`src/rtl/dcache_wb_controller.sv`:
```
// Write-back data-cache controller: sequences dirty-line eviction and refill between L1 and L2.
// Optional whole-cache write-back walk is compiled in when DCACHE_FLUSH_ALL_EN is defined.

package dcache_wb_pkg;
  typedef enum logic [1:0] {
    MO_LOAD    = 2'd0,
    MO_STORE   = 2'd1,
    MO_UNKNOWN = 2'd3
  } memory_operation_e;
endpackage

module dcache_wb_controller
  import dcache_wb_pkg::*;
#(
  parameter int WORDS_PER_LINE = 4,
  parameter int NUM_SETS       = 64,
  localparam int WI            = $clog2(WORDS_PER_LINE),
  localparam int SI            = $clog2(NUM_SETS)
) (
  input  logic              clk,
  input  logic              reset_n,
  input  logic              hit,
  input  logic              dirty_miss,
  input  logic              clean_miss,
  input  logic              l2_fetched_word_valid,
  input  logic              l2_store_ack,
  output logic              l2_req_valid,
  output memory_operation_e l2_req_type,
  output logic [WI-1:0]     word_index,
  output logic              flush_mode,
  output logic              load_mode,
  output logic              write_word_en,
  output logic              clear_selected_dirty_bit,
  output logic              clear_selected_valid_bit,
  output logic              finish_new_line_install,
  output logic              set_new_l2_block_address,
  input  logic              flush_all_req,
  input  logic              selected_dirty,
  output logic              set_index_override,
  output logic [SI-1:0]     set_index,
  output logic              flush_all_done,
  output logic              busy,
  output logic [2:0]        state_dbg
);

  localparam logic [2:0] ST_IDLE       = 3'd0;
  localparam logic [2:0] ST_FLUSH      = 3'd1;
  localparam logic [2:0] ST_LOAD       = 3'd2;
`ifdef DCACHE_FLUSH_ALL_EN
  localparam logic [2:0] ST_WALK_CHECK = 3'd3;
  localparam logic [2:0] ST_WALK_FLUSH = 3'd4;
`endif

  localparam logic [WI-1:0] LAST_WORD = WI'(WORDS_PER_LINE - 1);

  logic [2:0]    state, state_next;
  logic [WI-1:0] word_cnt, word_next;

  // Handshake: while l2_req_valid is high the request (type, word_index) is held stable;
  // a word moves only in a cycle where l2_store_ack (STORE) or l2_fetched_word_valid (LOAD) is high.

`ifdef DCACHE_FLUSH_ALL_EN
  localparam logic [SI-1:0] LAST_SET = SI'(NUM_SETS - 1);
  logic [SI-1:0] set_cnt, set_next;
  assign set_index = set_cnt;
`else
  logic unused_flush_inputs;
  assign unused_flush_inputs = flush_all_req ^ selected_dirty;
  assign set_index = '0;
`endif

  assign word_index = word_cnt;
  assign busy       = (state != ST_IDLE);
  assign state_dbg  = state;

  always_comb begin
    state_next               = state;
    word_next                = word_cnt;
`ifdef DCACHE_FLUSH_ALL_EN
    set_next                 = set_cnt;
`endif
    l2_req_valid             = 1'b0;
    l2_req_type              = MO_LOAD;
    flush_mode               = 1'b0;
    load_mode                = 1'b0;
    write_word_en            = 1'b0;
    clear_selected_dirty_bit = 1'b0;
    clear_selected_valid_bit = 1'b0;
    finish_new_line_install  = 1'b0;
    set_new_l2_block_address = 1'b0;
    set_index_override       = 1'b0;
    flush_all_done           = 1'b0;
    case (state)
      ST_IDLE: begin
        if (hit) begin
          state_next = ST_IDLE;
        end else if (dirty_miss) begin
          set_new_l2_block_address = 1'b1;
          word_next                = '0;
          state_next               = ST_FLUSH;
        end else if (clean_miss) begin
          set_new_l2_block_address = 1'b1;
          word_next                = '0;
          state_next               = ST_LOAD;
`ifdef DCACHE_FLUSH_ALL_EN
        end else if (flush_all_req) begin
          set_next   = '0;
          state_next = ST_WALK_CHECK;
`endif
        end
      end
      ST_FLUSH: begin
        l2_req_valid = 1'b1;
        l2_req_type  = MO_STORE;
        flush_mode   = 1'b1;
        if (l2_store_ack) begin
          word_next = word_cnt + 1'b1;
          if (word_cnt == LAST_WORD) begin
            set_new_l2_block_address = 1'b1;
            clear_selected_dirty_bit = 1'b1;
            clear_selected_valid_bit = 1'b1;
            word_next                = '0;
            state_next               = ST_LOAD;
          end
        end
      end
      ST_LOAD: begin
        l2_req_valid = 1'b1;
        l2_req_type  = MO_LOAD;
        load_mode    = 1'b1;
        if (l2_fetched_word_valid) begin
          write_word_en = 1'b1;
          word_next     = word_cnt + 1'b1;
          if (word_cnt == LAST_WORD) begin
            finish_new_line_install = 1'b1;
            state_next              = ST_IDLE;
          end
        end
      end
`ifdef DCACHE_FLUSH_ALL_EN
      ST_WALK_CHECK: begin
        set_index_override = 1'b1;
        if (selected_dirty) begin
          set_new_l2_block_address = 1'b1;
          word_next                = '0;
          state_next               = ST_WALK_FLUSH;
        end else if (set_cnt == LAST_SET) begin
          flush_all_done = 1'b1;
          state_next     = ST_IDLE;
        end else begin
          set_next = set_cnt + 1'b1;
        end
      end
      ST_WALK_FLUSH: begin
        l2_req_valid       = 1'b1;
        l2_req_type        = MO_STORE;
        flush_mode         = 1'b1;
        set_index_override = 1'b1;
        if (l2_store_ack) begin
          word_next = word_cnt + 1'b1;
          // Walk write-back keeps the line valid; only the dirty bit is retired.
          if (word_cnt == LAST_WORD) begin
            clear_selected_dirty_bit = 1'b1;
            if (set_cnt == LAST_SET) begin
              flush_all_done = 1'b1;
              state_next     = ST_IDLE;
            end else begin
              set_next   = set_cnt + 1'b1;
              state_next = ST_WALK_CHECK;
            end
          end
        end
      end
`endif
      default: begin
        l2_req_valid             = 1'bx;
        l2_req_type              = MO_UNKNOWN;
        flush_mode               = 1'bx;
        load_mode                = 1'bx;
        write_word_en            = 1'bx;
        clear_selected_dirty_bit = 1'bx;
        clear_selected_valid_bit = 1'bx;
        finish_new_line_install  = 1'bx;
        set_new_l2_block_address = 1'bx;
        set_index_override       = 1'bx;
        flush_all_done           = 1'bx;
        word_next                = '0;
        state_next               = ST_IDLE;
      end
    endcase
  end

  always_ff @(posedge clk) begin
    if (!reset_n) begin
      state    <= ST_IDLE;
      word_cnt <= '0;
    end else begin
      state    <= state_next;
      word_cnt <= word_next;
    end
  end

`ifdef DCACHE_FLUSH_ALL_EN
  always_ff @(posedge clk) begin
    if (!reset_n) begin
      set_cnt <= '0;
    end else begin
      set_cnt <= set_next;
    end
  end
`endif

endmodule

```
`config.mk`:
```
export PLATFORM = sky130hd
export DESIGN_NAME = dcache_wb_controller
export DESIGN_NICKNAME = d
export VERILOG_FILES = /design/src/rtl/dcache_wb_controller.sv
export SDC_FILE = /design/constraint.sdc
export NUM_CORES = 1
export LEC_CHECK = 0
export ABC_AREA = 1
export BUFFER_PORTS_ARGS = -buffer_cell sky130_fd_sc_hd__buf_2
export CAP_MARGIN = 20
export CORE_MARGIN = 10
export CORE_UTILIZATION = 40
export DETAILED_ROUTE_END_ITERATION = 10
export PLACE_DENSITY_LB_ADDON = 0.25
export SLEW_MARGIN = 25
export SYNTH_ARGS = -nofsm -noshare
export SYNTH_HDL_FRONTEND = slang
export SYNTH_SLANG_ARGS = --single-unit
```
`constraint.sdc`:
```
create_clock -name clk -period 1.6 [get_ports clk]
set_input_delay 0.08 -clock clk [delete_from_list [all_inputs] [get_ports clk]]
set_output_delay 0.08 -clock clk [all_outputs]
set_load 0.03 [all_outputs]
```
* Yosys cells after proc, flatten, opt, wreduce, memory -nomap -nowiden
Index checks and enable logic that the tools add are counted.
** Word-level totals
- Bits in registers :: 5
- Latch bits :: 0
- Bits in writable memories :: 0
- Memory bits (read-only) :: 0
- Input bits :: 9
- Output and inout port bits :: 24
- Word-level logic and storage cells :: 52
- Memories :: 0
** Cells by class
- Add/subtract/negate cells :: 1
- Multiply operators :: 0
- Divide/modulo/power cells :: 0
- $lt $le $gt $ge :: 0
- Equality and inequality tests :: 10
- Shift-type cells :: 0
- Mux-type cells :: 31
- Bitwise gates (word level) :: 0
- Reductions and logical operators :: 8
** Operators by type and width (number)
- $mux 3 :: 7
- $mux 2 :: 6
- $pmux 1 s2 :: 6
- $ne 2x2->1 const B :: 5
- $pmux 3 s3 :: 1
- $mux 1 :: 8
- $pmux 2 s3 :: 1
- $reduce_or 2->1 :: 3
- $reduce_and 5->1 :: 1
- $ne 4x4->1 const B :: 1
- $pmux 2 s2 :: 1
- $reduce_and 4->1 :: 1
- $eq 3x1->1 const B :: 1
- $eq 3x2->1 const B :: 1
- $logic_not 3->1 :: 1
- $ne 3x3->1 const B :: 1
- $pmux 1 s3 :: 1
- $reduce_bool 3->1 :: 1
- $reduce_or 3->1 :: 1
- $add 2x1->2 const B :: 1
- $eq 2x2->1 const B :: 1

* Longest topological paths before layout
Gate-level depths: netlist (run 1).
- Word-level depth :: 4
- Depth in mapped cells :: 9
- Mapped depth without buffers :: 9

* Worst setup path before layout (run 1)
OpenSTA, ideal clock, no wires.
- Kind :: reg2out
- From :: register state[0] (netlist: state_dbg[0])
- To :: output set_new_l2_block_address
- Data arrival time :: 2.088 ns
- Required time :: 1.520 ns
- Slack :: -0.568 ns
- Cell stages (with the launch flop) :: 4
- Buffers on the path :: 0
- Cell sequence :: dfxtp_1 > inv_1 > ha_1 > o32ai_1
** On the way
- Longest elaborated chain between the ends :: 2
- Elaborated cells on any way between the ends :: 4
- Classes of those cells :: eq/ne (2); mux (1); reduce/logical (1)
** RTL lines
- from (decl) :: line 56 : logic [2:0] state, state_next;
- from (signal assigned) :: line 198 : state <= state_next;
- $eq 3x2->1, or another cell as far along :: line 93 : case (state)
- $pmux 1 s3 * :: line 93
- to (decl) :: line 36 : output logic set_new_l2_block_address,
Mark *: on every way between the ends. The rest lies on a longest branch, timed or not.

* Worst setup path after layout (run 1)
- From :: register state[1] (netlist: state_dbg[1])
- To :: output set_new_l2_block_address
The elaborated chain is that of the path after synthesis.

==> results of run 1 <==
-- where the power goes --
part / internal (W) / switching, W
sequential: 0.000147 / 0.0000474
clock: 0.0000839 / 0.0000413
combinational: 0.000408 / 0.000803
total: 0.000639 / 0.000892
-- logic make-up (layout without fill, tap and decap cells) --
kind of cell | after synthesis | after routing | share of synthesized area
compound gates | 6 | 6 | 0.0795
flops | 4 | 4 | 0.154
fa+ha+maj | 8 | 8 | 0.193
other cells | 1 | 9 | 0.00722
buf+inv | 20 | 34 | 0.217
simple gates | 42 | 42 | 0.349
-- cells in the mapped netlist, drive strengths merged --
cell	number	area [um^2]
dfxtp	4	80.1
nand2	21	81.3
ha	8	100
inv	10	37.5
or2	1	6.26
nor2	15	63.8
nor3	1	5.00
buf	10	75.1
a21oi	1	5.00
o21bai	2	15.0
o211ai	1	7.51
o21ai	1	5.00
o32ai	1	8.76
nand3	4	25.0
conb	1	3.75
-- through the flow --
stage / total power (W) / instances
global placement: 0.00133 / 114
detailed placement: 0.00135 / 114
floorplan: 0.00111 / 89
CTS: 0.00150 / 117
global route: 0.00167 / 117
finish: 0.00153 / 117
-- registers in the layout (all words and copies together), names as in the netlist --
register,cells
word_index,2
state_dbg,2
-- critical path: stages (launching register included) --
cell and delay, ps:
dfxtp_2 340, inv_1 180, ha_4 260, o32ai_4 240, buf_4 190
-- final timing paths --
| kind | slack, ps | endpoint | depth (start not counted) | start |
|---|---|---|---|---|
| setup reg to reg | 220 | word_index[1] | 8 | state_dbg[1] |
| hold / removal | 110 | word_index[0] | 3 | reset_n |
| hold reg to reg | 520 | word_index[1] | 2 | word_index[1] |
| setup / recovery | 80 | set_new_l2_block_address | 4 | state_dbg[1] |
-- final cells by class --
type	instances	area, um^2	area share
Multi-Input combinational cell	65	407	0.599
Timing Repair Buffer	21	113	0.166
Sequential cell	4	82.6	0.122
Inverter	10	37.5	0.0552
Clock buffer	3	22.5	0.0331
Tap cell	14	17.5	0.0258
-- repair_timing --
item | CTS | global route
resized for setup | 2 | 7
endpoints found under the setup margin | 1 | 3
setup buffers | 0 | 0
hold buffers | 0 | 0
-- metal layers --
layer,vias up,GRT usage
li1,276,-
met1,235,0.0848
met2,14,0.142
met3,0,0.0228
met4,0,0.0410
met5,-,0
==> flow_summary_export.csv, run 1 <==
group,metric,value,unit
run_status,outcome,"finished clean",
final_layout,finish.instance_area,679,um^2
sta,fin_tns_setup,0,ps
worst_setup_path,setup.worst_path.class,"reg2out",
global_route,overflow,0,
place,portBuffers,21,
clock_tree,clkTransAtPathRegs,40,ps
final_layout,layout_common_cells,"20 x nand2_1, 18 x buf_2, 12 x nor2_1",
synth,ys_ff_latch,4,
drt,top_layer_used,"met3",
place,place_congestion,0.757,
drt,vias_per_cell,4.49,
flow_run,maxCapViolations,0,
worst_setup_path,critPathCaptureType,"output pin",
global_route,grt_usage,0.0809,
synth,ys_seq_area_frac,0.154,
final_layout,area_growth,30.8,%
worst_setup_path,cp_max_fo,5,
drt,drt_wl_total,1370,um
final_layout,final_util,0.580,
sta,fin_crit,1520,ps
sta,rsz0062_at_grt,"false",
die,die_area,3140,um^2
drt,met3_length,56,um
synth,synth_cells,81,
final_layout,n_fill_cell,128,
sta,fin_skew,3.69,ps
clock_tree,clkLatencyLatePin,230,ps
drt,met1Wirelength,626,um
die,coreArea,1170,um^2
synth,ys.warnings.count,0,
die,num_io_pins,33,
die,initial_utilization,0.443,
global_route,antenna_found_initial,0,
clock_tree,cts_max_level,1,
final_layout,antennaDiodeCount,0,
sta,fin_hold_ws,108,ps
drt,drtIter0Drc,27,
die,die_y,56.0,um
drt,via_count,525,
clock_tree,cts.sinks,4,
worst_setup_path,start_kind,"flop",
die,num_rows,12,
global_route,grt_pass1_vias,494,
drt,dr_wl_met2,686,um
synth,avgSynthCellArea,6.41,um^2
sta,clock.fmax,658,MHz
final_layout,final_common_cell,"nand2_1",
synth,netlist_area,519,um^2
global_route,grt_pass1_wl,2150,um
clock_tree,clock-root-buffer,"clkbuf_4",
global_route,grt_max_degree,7,
sta,finalMaxSlewViolations,0,
final_layout,layout-drive-gt1-share,0.388,
place,dp.final_hpwl,1140,um
final_layout,nets,122,
power_and_ir_drop,peakVddDrop,1280,uV
worst_hold_path,hp-class,"in2reg",
worst_setup_path,cp_data_arrival_time,1440,ps
sta,worst_slack,80.5,ps
place,place_area,629,um^2
power_and_ir_drop,leakage,0.388,nW
place,place_ws,157,ps
sta,setup_viol,0,
drt,wl_per_cell,11.7,um
worst_setup_path,worstPathRequired,1520,ps
sta,fin_crit_sh,0.950,
die,chipWidth,56.0,um
clock_tree,numCtsBuffers,3,
drt,antenna_left,0,
drt,drc,0,
clock_tree,cts_tree,"done",
power_and_ir_drop,cellPowerDensity,2250,nW/um^2
synth,synth_cell_types,19,
sta,hold_viol_final,0,
drt,drtPass1Iterations,4,
clock_tree,clock_path_buffers,2,
Power figures use the tool's default switching activity.
==> inputs of run 2 (changes only) <==
- BUFFER_PORTS_ARGS: -buffer_cell sky130_fd_sc_hd__buf_2 -> default
- CORE_AREA: default -> 5 5 42 44
- CORE_MARGIN: 10 -> default
- CORE_UTILIZATION: 40 -> default
- DIE_AREA: default -> 0 0 47 49
- DONT_BUFFER_PORTS: default -> 1
- PLACE_DENSITY_LB_ADDON: 0.25 -> default
==> flow_summary_export.csv, run 2 (synthesis results as in run 1) <==
group,metric,value,unit
worst_setup_path,crit_chain,"buf_4, ha_1, buf_4, nand2_1, nor2_1, buf_4",
drt,drtPass1Iterations,5,
drt,antenna_left,0,
sta,fin_crit_sh,0.951,
place,portBuffers,0,
clock_tree,numCtsBuffers,3,
worst_hold_path,min_to,"state_dbg[1]",
die,die_y,49,um
clock_tree,cts_tree,"done",
clock_tree,clock-root-buffer,"clkbuf_4",
global_route,grt_pass1_wl,1910,um
sta,hold_viol_final,0,
worst_setup_path,crit_family,"buffers and inverters",
worst_setup_path,critPathCaptureType,"output pin",
clock_tree,clkLatencyLatePin,230,ps
final_layout,nets,114,
sta,finalMaxSlewViolations,0,
worst_setup_path,cp_common_cell,"buf_4",
sta,fin_crit,1520,ps
drt,drtIter0Drc,8,
place,dp.final_hpwl,992,um
drt,wl_per_cell,10.7,um
worst_hold_path,min-delay-start,"dirty_miss",
worst_hold_path,hp-class,"in2reg",
place,place_ws,175,ps
clock_tree,cts.sinks,4,
worst_setup_path,crit_cells,6,
clock_tree,cts_max_level,1,
sta,fin_skew,1.92,ps
global_route,grt_max_degree,7,
clock_tree,clock_path_buffers,2,
worst_setup_path,slowest_delay,330,ps
worst_setup_path,r2r-start,"state_dbg[0]",
drt,vias_per_cell,4.58,
drt,drc,0,
final_layout,layout-drive-gt1-share,0.295,
global_route,antenna_found_initial,0,
final_layout,layout_common_cells,"20 x nand2_1, 12 x nor2_1, 10 x buf_4",
sta,fin_tns_setup,0,ps
place,place_area,642,um^2
global_route,grt_pass1_vias,492,
worst_setup_path,worstPathRequired,1520,ps
sta,worst_slack,78.8,ps
worst_hold_path,hold_depth,3,
global_route,grt_usage,0.109,
place,place_congestion,0.821,
clock_tree,post_cts_buffers,0,
drt,drt_wl_total,1190,um
die,chipWidth,47,um
sta,setup_viol,0,
sta,clock.fmax,657,MHz
flow_run,maxCapViolations,0,
die,num_io_pins,33,
clock_tree,clkTransAtPathRegs,40,ps
final_layout,finish.instance_area,687,um^2
worst_setup_path,r2r-end,"word_index[1]",
run_status,outcome,"finished clean",
worst_setup_path,reg2reg_slack,210,ps
power_and_ir_drop,leakage,0.366,nW
worst_setup_path,cp_data_arrival_time,1440,ps
worst_setup_path,crit_slowest_cell,"dfxtp_2",
die,die_area,2300,um^2
global_route,overflow,0,
power_and_ir_drop,power,0.00159,W
sta,rsz0062_at_grt,"false",
final_layout,final_common_cell,"nand2_1",
die,num_rows,14,
drt,via_count,508,
worst_setup_path,setup.worst_path.class,"reg2out",
die,initial_utilization,0.371,
worst_setup_path,cp_num_buf_inv,3,
final_layout,antennaDiodeCount,0,
worst_setup_path,start_kind,"flop",
die,coreArea,1400,um^2
final_layout,area_growth,32.3,%
power_and_ir_drop,peakVddDrop,803,uV
worst_setup_path,cp_max_fo,3,
power_and_ir_drop,cellPowerDensity,2310,nW/um^2
worst_setup_path,reg2reg_depth,8,
run 2: worst max-delay path by stage:
| stage | startpoint | to | slack [ps] |
|---|---|---|---|
| 4_1_cts | state_dbg[0] | finish_new_line_install | 40 |
| 3_3_place_gp | state_dbg[0] | word_index[1] | 180 |
| 2_1_floorplan | state_dbg[0] | set_new_l2_block_address | 6 |
| 3_5_place_dp | state_dbg[0] | set_new_l2_block_address | 180 |
| 5_1_grt | state_dbg[1] | set_new_l2_block_address | 5 |
| 6_report | state_dbg[1] | finish_new_line_install | 80 |
run 2: where the power goes:
group / internal [W] / switching, W / total [W] / leakage [nW]
Combinational: 0.000471 / 0.000810 / 0.00128 / 0.319
Sequential: 0.000147 / 0.0000381 / 0.000185 / 0.0337
Clock: 0.0000836 / 0.0000369 / 0.000120 / 0.0138
run 2: final cells by class:
cell class / instances / area (um^2)
clock buffers: 3 / 22.5
fillers: 154 / 714
inverters: 10 / 37.5
multi-input cells: 65 / 399
flip-flops and latches: 4 / 82.6
well taps: 16 / 20.0
repair buffers: 13 / 125
run 2: timing repair:
action	4_1_cts	5_1_grt
hold buffers	1	0
hold endpoints to repair	4	0
resized for setup	2	1
endpoints found under the setup margin	1	4
run 2: tightest hold or removal path, stage by stage:
cell	delay, ps
o21ai_1	50
nor2_1	80
nor2_1	50
run 2: stage by stage:
stage	hold slack, ps	utilization	std cells
after floorplan	193	-	89
after global placement	202	0.458	107
after detailed placement	204	0.458	107
after CTS	63.0	0.490	111
after global routing	118	0.490	111
final	71.6	0.490	111
run 2: metal layers:
| metal | global-route usage | part of all wire | vias up |
|---|---|---|---|
| met2 | 0.199 | 0.55 | 17 |
| met5 | 0 | 0 | - |
| met1 | 0.107 | 0.37 | 231 |
| met3 | 0.0258 | 0.080 | 0 |
| met4 | 0.0507 | 0 | 0 |
| li1 | - | - | 260 |
==> inputs of run 3 (changes only) <==
- ABC_AREA: 1 -> default
- ABC_CLOCK_PERIOD_IN_PS: default -> 1780
- clock period: 1.6 -> 1.78 ns (I/O delays scaled with it)
==> flow_summary_export.csv, run 3 <==
group,metric,value,unit
sta,fin_crit_sh,0.935,
worst_setup_path,worstPathRequired,1690,ps
place,place_area,541,um^2
final_layout,layout-drive-gt1-share,0.286,
drt,via_count,408,
drt,drc,0,
synth,avgSynthCellArea,7.99,um^2
worst_setup_path,cp_data_arrival_time,1580,ps
die,initial_utilization,0.342,
power_and_ir_drop,power_frac_comb,0.591,
final_layout,layout_common_cells,"9 x conb_1, 8 x ha_1, 8 x buf_4",
global_route,grt_usage,0.0910,
synth,netlist_top_cells_count,"10 x buf_4, 8 x ha_1, 5 x inv_1, 5 x nand2_1, 5 x nor2_1",
power_and_ir_drop,leakage,0.292,nW
sta,clock.fmax,601,MHz
final_layout,final_common_cell,"conb_1",
synth,ys.warnings.count,0,
clock_tree,clock_path_buffers,2,
sta,fin_tns_setup,0,ps
clock_tree,clock-root-buffer,"clkbuf_4",
final_layout,n_fill_cell,149,
die,chipWidth,47,um
clock_tree,clkLatencyLatePin,230,ps
flow_run,maxCapViolations,0,
die,coreArea,1400,um^2
die,num_rows,14,
power_and_ir_drop,cellPowerDensity,978,nW/um^2
drt,vias_per_cell,4.74,
sta,finalMaxSlewViolations,0,
drt,wl_per_cell,12.0,um
synth,synth_cells,60,
die,die_y,49,um
final_layout,fin_cells,86,
worst_setup_path,setup.worst_path.class,"reg2out",
sta,worst_slack,115,ps
power_and_ir_drop,p_sw_frac,0.490,
place,dp.final_hpwl,913,um
global_route,antenna_found_initial,0,
final_layout,nets,89,
worst_setup_path,cp_max_fo,6,
final_layout,area_growth,20.1,%
place,portBuffers,0,
power_and_ir_drop,pwr-share-seq,0.217,
sta,setup_viol,0,
place,place_ws,198,ps
synth,netlist_area,479,um^2
synth,synth_top_area_frac,0.209,
global_route,grt_max_degree,8,
synth,yosysMostFrequentCell,"buf_4",
clock_tree,cts_max_level,1,
synth,synth-edff-count,0,
power_and_ir_drop,peakVddDrop,556,uV
global_route,grt_pass1_wl,1580,um
place,place_congestion,0.743,
synth,synth_cell_types,25,
sta,hold_viol_final,0,
worst_hold_path,hp-class,"in2reg",
sta,rsz0062_at_grt,"false",
synth,ys_ff_latch,4,
run_status,outcome,"finished clean",
drt,antenna_left,0,
sta,fin_crit,1660,ps
power_and_ir_drop,pwr-share-clk,0.192,
final_layout,finish.instance_area,576,um^2
clock_tree,numCtsBuffers,3,
place,dp_cells,82,
synth,synthArstFlopShare,0,
power_and_ir_drop,internal_power,0.000287,W
drt,drt_wl_total,1030,um
worst_setup_path,start_kind,"flop",
clock_tree,post_cts_buffers,0,
global_route,grt_pass1_vias,354,
synth,synth_area_leaders,"ha_1 21%, dfxtp_1 17%, buf_4 16%",
synth,ys_seq_area_frac,0.167,
die,num_io_pins,33,
worst_setup_path,critPathCaptureType,"output pin",
clock_tree,cts_tree,"done",
clock_tree,clkTransAtPathRegs,40,ps
sta,fin_skew,2.80,ps
clock_tree,cts.sinks,4,
drt,drtIter0Drc,4,
power_and_ir_drop,p_switching,0.000276,W
die,die_area,2300,um^2
final_layout,antennaDiodeCount,0,
drt,drtPass1Iterations,4,
synth,synth-main-ff-cell,"dfxtp_1",
synth,yosysTopAreaCell,"ha_1",
global_route,overflow,0,
run 3: changes by cell type after synthesis, moves of 2 or more:
| cell | delta |
|---|---|
| nand2_1 | -15 |
| nor2_1 | -7 |
| inv_1 | -4 |
| mux2i_1 | +4 |
| nand3_1 | -3 |
| and3_1 | +2 |
| nor2_2 | -2 |
| o21bai_1 | -2 |
run 3: layout make-up:
cell class / instances / area (um^2) / area share
flip-flops and latches: 4 / 85.1 / 0.148
clock buffers: 3 / 22.5 / 0.0391
well taps: 16 / 20.0 / 0.0348
repair buffers: 10 / 90.1 / 0.157
multi-input cells: 47 / 335 / 0.583
inverters: 6 / 22.5 / 0.0391
run 3: power groups by stage:
| stage | registers (W) | logic, W | clock network (W) |
|---|---|---|---|
| 5_1_grt | 0.000125 | 0.000360 | 0.000122 |
| 3_3_place_gp | 0.000122 | 0.000331 | 0 |
| 2_1_floorplan | 0.000131 | 0.000269 | 0 |
| 6_report | 0.000122 | 0.000333 | 0.000108 |
| 3_5_place_dp | 0.000123 | 0.000333 | 0 |
| 4_1_cts | 0.000121 | 0.000336 | 0.000115 |
run 3: through the flow:
step	hold slack, ps	utilization	power [W]
floorplan	295	-	0.000399
global placement	242	0.386	0.000453
detailed placement	241	0.386	0.000455
CTS	5.98	0.409	0.000572
global route	11.5	0.411	0.000607
finish	9.98	0.411	0.000563
run 3: final timing paths:
| path | start | depth (start not counted) | to | slack [ps] |
|---|---|---|---|---|
| hold / removal | reset_n | 2 | word_index[0] | 10 |
| setup reg to reg | state_dbg[1] | 6 | word_index[1] | 290 |
| hold reg to reg | state_dbg[1] | 2 | state_dbg[1] | 550 |
| setup / recovery | state_dbg[1] | 4 | set_new_l2_block_address | 120 |
run 3: metal layers:
| metal | GRT usage | routed length (um) | up-vias |
|---|---|---|---|
| li1 | - | - | 209 |
| met1 | 0.110 | 380 | 184 |
| met2 | 0.143 | 527 | 15 |
| met3 | 0.0258 | 122 | 0 |
| met4 | 0.0415 | 0 | 0 |
| met5 | 0 | 0 | - |
run 3: kinds of logic after synthesis:
logic type	share of synthesized area
AO/OA/AOI/OAI	0.118
flip-flops	0.167
AND/OR/NAND/NOR	0.201
other	0.00783
multiplexers	0.0836
adder cells (fa/ha/maj)	0.209
buffers and inverters	0.214
run 3: timing repair:
action / 4_1_cts / 5_1_grt
endpoints found under the setup margin: 0 / 1
gates resized for setup: 0 / 1
hold endpoints to repair: 2 / 0
hold buffers: 1 / 0
run 3: critical path: stages (launching register included):
cell and delay, ps:
dfxtp_4 420, inv_1 110, ha_1 370, o31ai_2 260, buf_4 190
